==> src/rtl/fetch_unit.sv <==
// Instruction fetch stage: PC generation, synchronous-read request tracking,
// a one-entry hold buffer for data returning during a stall, and the IF/ID register.
module fetch_unit #(
  parameter int AW = 8,
  parameter int IW = 16
) (
  input  logic          clk,
  input  logic          rst,
  input  logic          stall,
  input  logic          redirect,
  input  logic [AW-1:0] redirect_target,
  output logic [AW-1:0] imem_addr,
  input  logic [IW-1:0] imem_data,
  output logic          if_id_valid,
  output logic [IW-1:0] if_id_instr,
  output logic [AW-1:0] if_id_pc,
  output logic [AW-1:0] if_id_pc_plus1
);

  typedef enum logic [0:0] {RUN = 1'b0, HOLD = 1'b1} state_t;

  localparam logic [AW-1:0] ONE = {{(AW-1){1'b0}}, 1'b1};

  state_t          state, state_next;
  logic [AW-1:0]   pc, req_pc, hold_pc;
  logic            req_valid;
  logic [IW-1:0]   hold_instr;
  logic            load_fetch, load_hold, load_held;

  assign imem_addr = pc;

  // State register
  always_ff @(posedge clk) begin
    if (rst) begin
      state <= RUN;
    end else begin
      state <= state_next;
    end
  end

  // Next state and IF/ID / hold-buffer load selects; redirect wins over stall
  always_comb begin
    state_next = state;
    load_fetch = 1'b0;
    load_hold  = 1'b0;
    load_held  = 1'b0;
    if (redirect) begin
      state_next = RUN;
    end else begin
      case (state)
        RUN: begin
          if (!stall) begin
            load_fetch = 1'b1;
          end else if (req_valid) begin
            load_hold  = 1'b1;
            state_next = HOLD;
          end else begin
            state_next = RUN;
          end
        end
        HOLD: begin
          if (!stall) begin
            load_held  = 1'b1;
            state_next = RUN;
          end else begin
            state_next = HOLD;
          end
        end
        default: state_next = RUN;
      endcase
    end
  end

  // PC and request tag: the tag names the address whose data appears on imem_data now
  always_ff @(posedge clk) begin
    if (rst) begin
      pc        <= {AW{1'b0}};
      req_valid <= 1'b0;
      req_pc    <= {AW{1'b0}};
    end else if (redirect) begin
      pc        <= redirect_target;
      req_valid <= 1'b0;
    end else if (stall) begin
      req_valid <= 1'b0;
    end else begin
      pc        <= pc + ONE;
      req_valid <= 1'b1;
      req_pc    <= pc;
    end
  end

  // Hold buffer catches the returning instruction that decode could not take
  always_ff @(posedge clk) begin
    if (rst || redirect) begin
      hold_instr <= {IW{1'b0}};
      hold_pc    <= {AW{1'b0}};
    end else if (load_hold) begin
      hold_instr <= imem_data;
      hold_pc    <= req_pc;
    end else begin
      hold_instr <= hold_instr;
      hold_pc    <= hold_pc;
    end
  end

  // IF/ID register
  always_ff @(posedge clk) begin
    if (rst) begin
      if_id_valid    <= 1'b0;
      if_id_instr    <= {IW{1'b0}};
      if_id_pc       <= {AW{1'b0}};
      if_id_pc_plus1 <= ONE;
    end else if (redirect) begin
      if_id_valid    <= 1'b0;
    end else if (load_fetch) begin
      if_id_valid    <= req_valid;
      if_id_instr    <= imem_data;
      if_id_pc       <= req_pc;
      if_id_pc_plus1 <= req_pc + ONE;
    end else if (load_held) begin
      if_id_valid    <= 1'b1;
      if_id_instr    <= hold_instr;
      if_id_pc       <= hold_pc;
      if_id_pc_plus1 <= hold_pc + ONE;
    end else begin
      if_id_valid    <= if_id_valid;
    end
  end

endmodule
==> config.mk <==
export PLATFORM = sky130hd
export DESIGN_NAME = fetch_unit
export DESIGN_NICKNAME = d
export VERILOG_FILES = /design/src/rtl/fetch_unit.sv
export SDC_FILE = /design/constraint.sdc
export NUM_CORES = 1
export LEC_CHECK = 0
export CAP_MARGIN = 0
export CORE_UTILIZATION = 30
export CTS_BUF_LIST = sky130_fd_sc_hd__clkbuf_8
export DETAILED_ROUTE_END_ITERATION = 8
export SETUP_SLACK_MARGIN = 0.5
export SYNTH_ARGS = -nofsm -noshare
export SYNTH_HDL_FRONTEND = slang
export SYNTH_SLANG_ARGS = --single-unit
==> constraint.sdc <==
create_clock -name clk -period 3.2 [get_ports clk]
set_input_delay 0.48 -clock clk [delete_from_list [all_inputs] [get_ports clk]]
set_output_delay 0.48 -clock clk [all_outputs]
set_load 0.1 [all_outputs]
==> qor_table.md <==
| Item | Value |
|---|---|
| Outcome | finished, final reports clean |
| Worst path cell trace | clkdlybuf4s50_1 |
| Pin count of the biggest net entering global routing | 32 |
| Layout overhead on the synthesized area | 26.8% |
| Fin. max-slew vios | 0 |
| Final Hold Violating Endpoints | 0 |
| CTS sink cnt | 75 |
| # diodes | 0 |
| Final setup vio count | 0 |
| Beginning of the worst hold path | if_id_pc_plus1[0]$_SDFFE_PP1P_ |
| Core Footprint | 10800 um^2 |
| Post-Place Cells | 566 |
| CTS H-Tree Depth | 3 |
| Crit Path Max Fanout | 2 |
| Clk_lat worst skew | 0.35 ns |
| Power density of the placed cells | 517 nW/um^2 |
| Maximum VDD drop | 0.242 mV |
| Worst endpoint data arrival time | 1.84 ns |
| Drt drc | 0 |
| Area share of the leading cell type in the synthesized netlist | 45.3% |
| Worst setup path class | reg -> out |
| TritonCTS clock tree | built |
| Count of instances resized after the clock tree is built | 0 |
| Minimum period implied by the final worst setup slack | 2.32 ns |
| Number of I/O pins | 69 |
| Syn Inst Count | 384 |
| Number of buffers on the longest clock path | 2 |
| Syn Area/Cell | 8.63 um^2 |
| Commonest cells after routing, fill and taps aside | sky130_fd_sc_hd__dfxtp_1, sky130_fd_sc_hd__nand2_1, sky130_fd_sc_hd__clkdlybuf4s50_1 |
| Overall die height | 107 um |
| Number of nets with antenna violations after detailed routing | 0 |
| Initial Util | 30.7% |
| Relative slew slack | 35.2% |
| Root Buffer Master | sky130_fd_sc_hd__clkbuf_8 |
| Fin nets | 466 |
| Synthesized flop and latch total | 75 |
| Number of vias in the routed layout | 2797 |
| Final estimated routing congestion in global placement | 0.772 |
| Worst Path Required | 2.72 ns |
| DR iter-0 viols | 117 |
| Die outline area | 11500 um^2 |
| Number of max-capacitance violations reported | 0 |
| Dominant delay contributor by cell family on the critical path | buffers and inverters |
| Final total negative setup slack | 0 ns |
| Part of the cycle the worst path needs | 72.5% |
| R2R cell count | 4 |
| Final standard cell count with taps included and fillers excluded | 582 |
| Maximum operating frequency | 431 MHz |
| Unrepaired setup endpoints after global routing | no |
| Main flop type after synthesis | sky130_fd_sc_hd__dfxtp_1 |
| Number of clock buffers inserted by TritonCTS | 9 |
| DR vias/cell | 4.81 |
| Buffers inserted during post-CTS setup optimization | 0 |
| Post-synthesis cell area | 3310 um^2 |
| Max stage delay cell, worst path | sky130_fd_sc_hd__clkdlybuf4s50_1 |
| Async set-reset flop share out of synthesis | 0% |
| Ranking of synthesized cells by area | sky130_fd_sc_hd__dfxtp_1, sky130_fd_sc_hd__nand2_1, sky130_fd_sc_hd__mux2i_1, sky130_fd_sc_hd__a211oi_1, sky130_fd_sc_hd__a21oi_1 |
| R2r setup slk | 1.63 ns |
| 1st-pass router iterations | 4 |
| Total nets after synthesis | 413 |
| Share of cells above drive strength 1 | 14.0% |
| Cell Rows | 38 |
| Reported leakage power | 1.46 nW |
| Sequential area share after synthesis | 45.3% |
| Die width | 107 um |
| Total routing usage reported by global routing | 14.8% |
| Number of cells on the worst hold path | 2 |
| Initial antenna violation count | 0 |
| Reg2Reg Capture Point | if_id_pc_plus1[6]$_SDFFE_PP0P_ |
| Total of warnings raised by yosys | 0 |
| Aggregate global routing overflow | 0 |
| Vias in the first global route | 2733 |
| CTS Hold Buffers Added | 0 |
| Post-Route Skew | 0.0124 ns |
| Class of the tightest hold or removal check | reg -> reg |
| Hold worst-path end | if_id_pc_plus1[0]$_SDFFE_PP1P_ |
| Post-synth EDFFs | 0 |
| Slowest Stage Delay on Critical Path | 1.14 ns |
| Port bufs | 68 |
| Total length of routed wires | 7.80 mm |
| WL/cell | 13.4 um |
| Crit. End Element | output port |
| Biggest area consumer among synthesized cells | sky130_fd_sc_hd__dfxtp_1 |
| Most common cell after layout, fill and taps aside | sky130_fd_sc_hd__dfxtp_1 |
| Transition time at the pin with the least slew margin | 0.969 ns |
| Clock-pin slew on the worst setup and hold paths | 0.09 ns |
| Detailed Place HPWL | 5.38 mm |
| Launching element type of the critical path | register |
| Global-route wire length before repair | 13.4 mm |
| Number of distinct library cell variants in the gate-level netlist after synthesis | 48 |
| CP Buf/Inv Count | 1 |
| R2R Path Start | req_pc[1]$_SDFFE_PP0P_ |
cell families (layout without fill, tap and decap cells):
logic type,count (synthesis),in the layout,synth area share [%]
AND/OR/NAND/NOR,152,152,22.1
XOR/XNOR,11,11,2.91
AO/OA/AOI/OAI,83,83,16.0
buffers and inverters,36,94,5.32
adder cells (fa/ha/maj),1,1,0.377
multiplexers,26,26,8.00
flip-flops,75,75,45.3
worst max-delay path by stage:
stage	depth (start not counted)	to	start
final	1	if_id_instr[6]	if_id_instr[6]$_SDFFE_PP0P_
after global routing	1	if_id_instr[1]	if_id_instr[1]$_SDFFE_PP0P_
after CTS	1	if_id_instr[6]	if_id_instr[6]$_SDFFE_PP0P_
after detailed placement	6	hold_instr[10]$_SDFFE_PP0P_	redirect
after global placement	5	if_id_pc_plus1[6]$_SDFFE_PP0P_	stall
after floorplan	4	imem_addr[6]$_SDFFE_PP0P_	imem_addr[0]$_SDFFE_PP0P_
tightest hold or removal path: stages (launching register included):
cell and delay, ns:
sky130_fd_sc_hd__dfxtp_1 0.32, sky130_fd_sc_hd__nand2_1 0.05, sky130_fd_sc_hd__nand2_1 0.04
synthesized netlist by cell type, types with 2 or more instances:
| cell type | n |
|---|---|
| sky130_fd_sc_hd__a211oi_1 | 27 |
| sky130_fd_sc_hd__a21boi_0 | 3 |
| sky130_fd_sc_hd__a21oi_1 | 37 |
| sky130_fd_sc_hd__a311oi_1 | 3 |
| sky130_fd_sc_hd__and4_1 | 4 |
| sky130_fd_sc_hd__buf_2 | 14 |
| sky130_fd_sc_hd__buf_4 | 2 |
| sky130_fd_sc_hd__buf_6 | 2 |
| sky130_fd_sc_hd__clkbuf_1 | 12 |
| sky130_fd_sc_hd__dfxtp_1 | 75 |
| sky130_fd_sc_hd__inv_1 | 3 |
| sky130_fd_sc_hd__mux2i_1 | 25 |
| sky130_fd_sc_hd__nand2_1 | 73 |
| sky130_fd_sc_hd__nand3_1 | 5 |
| sky130_fd_sc_hd__nand3b_1 | 4 |
| sky130_fd_sc_hd__nand4_1 | 4 |
| sky130_fd_sc_hd__nand4b_1 | 2 |
| sky130_fd_sc_hd__nor2_1 | 37 |
| sky130_fd_sc_hd__nor3_1 | 4 |
| sky130_fd_sc_hd__nor3b_1 | 2 |
| sky130_fd_sc_hd__o21ai_0 | 6 |
| sky130_fd_sc_hd__or2_2 | 2 |
| sky130_fd_sc_hd__or3_1 | 4 |
| sky130_fd_sc_hd__xnor2_1 | 6 |
| sky130_fd_sc_hd__xor2_1 | 5 |
metrics by stage:
step | cell area [um^2] | util (%) | total power (W) | hold slack (ns) | setup WS (ns)
floorplan | 3310 | - | 0.00133 | 0.436 | 1.10
global placement | 4000 | 37.0 | 0.00144 | 0.441 | 0.736
detailed placement | 4000 | 37.0 | 0.00145 | 0.439 | 0.689
CTS | 4200 | 38.9 | 0.00221 | 0.452 | 0.835
global route | 4200 | 38.9 | 0.00228 | 0.483 | 0.807
finish | 4200 | 38.9 | 0.00217 | 0.448 | 0.881
sequential cells by signal, summed over array words and instances, names as in the netlist, 8 cells and up:
| signal | flops |
|---|---|
| hold_instr | 16 |
| if_id_instr | 16 |
| hold_pc | 8 |
| if_id_pc | 8 |
| if_id_pc_plus1 | 8 |
| imem_addr | 8 |
| req_pc | 8 |
where the power goes:
part / switching, W / total (W) / internal [W]
logic: 0.000308 / 0.000422 / 0.000115
registers: 0.0000315 / 0.000999 / 0.000967
clock network: 0.000365 / 0.000754 / 0.000388
area by class of cell:
| class | count | area (um^2) |
|---|---|---|
| clock buffer | 10 | 138 |
| clock inverter | 6 | 70.1 |
| fill | 1115 | 6590 |
| inverter | 4 | 15.0 |
| multi-input combinational | 273 | 1640 |
| sequential | 75 | 1500 |
| tap | 140 | 175 |
| timing repair buffer | 74 | 658 |
metal layers:
layer | vias to the layer above | GRT usage (%) | routed length, um
met5 | - | 0 | 0
met4 | 0 | 5.28 | 93
met3 | 7 | 3.28 | 313
met2 | 54 | 24.0 | 3610
met1 | 1294 | 19.2 | 3780
li1 | 1442 | - | -
Note: power is estimated with default switching activity, not from simulation.
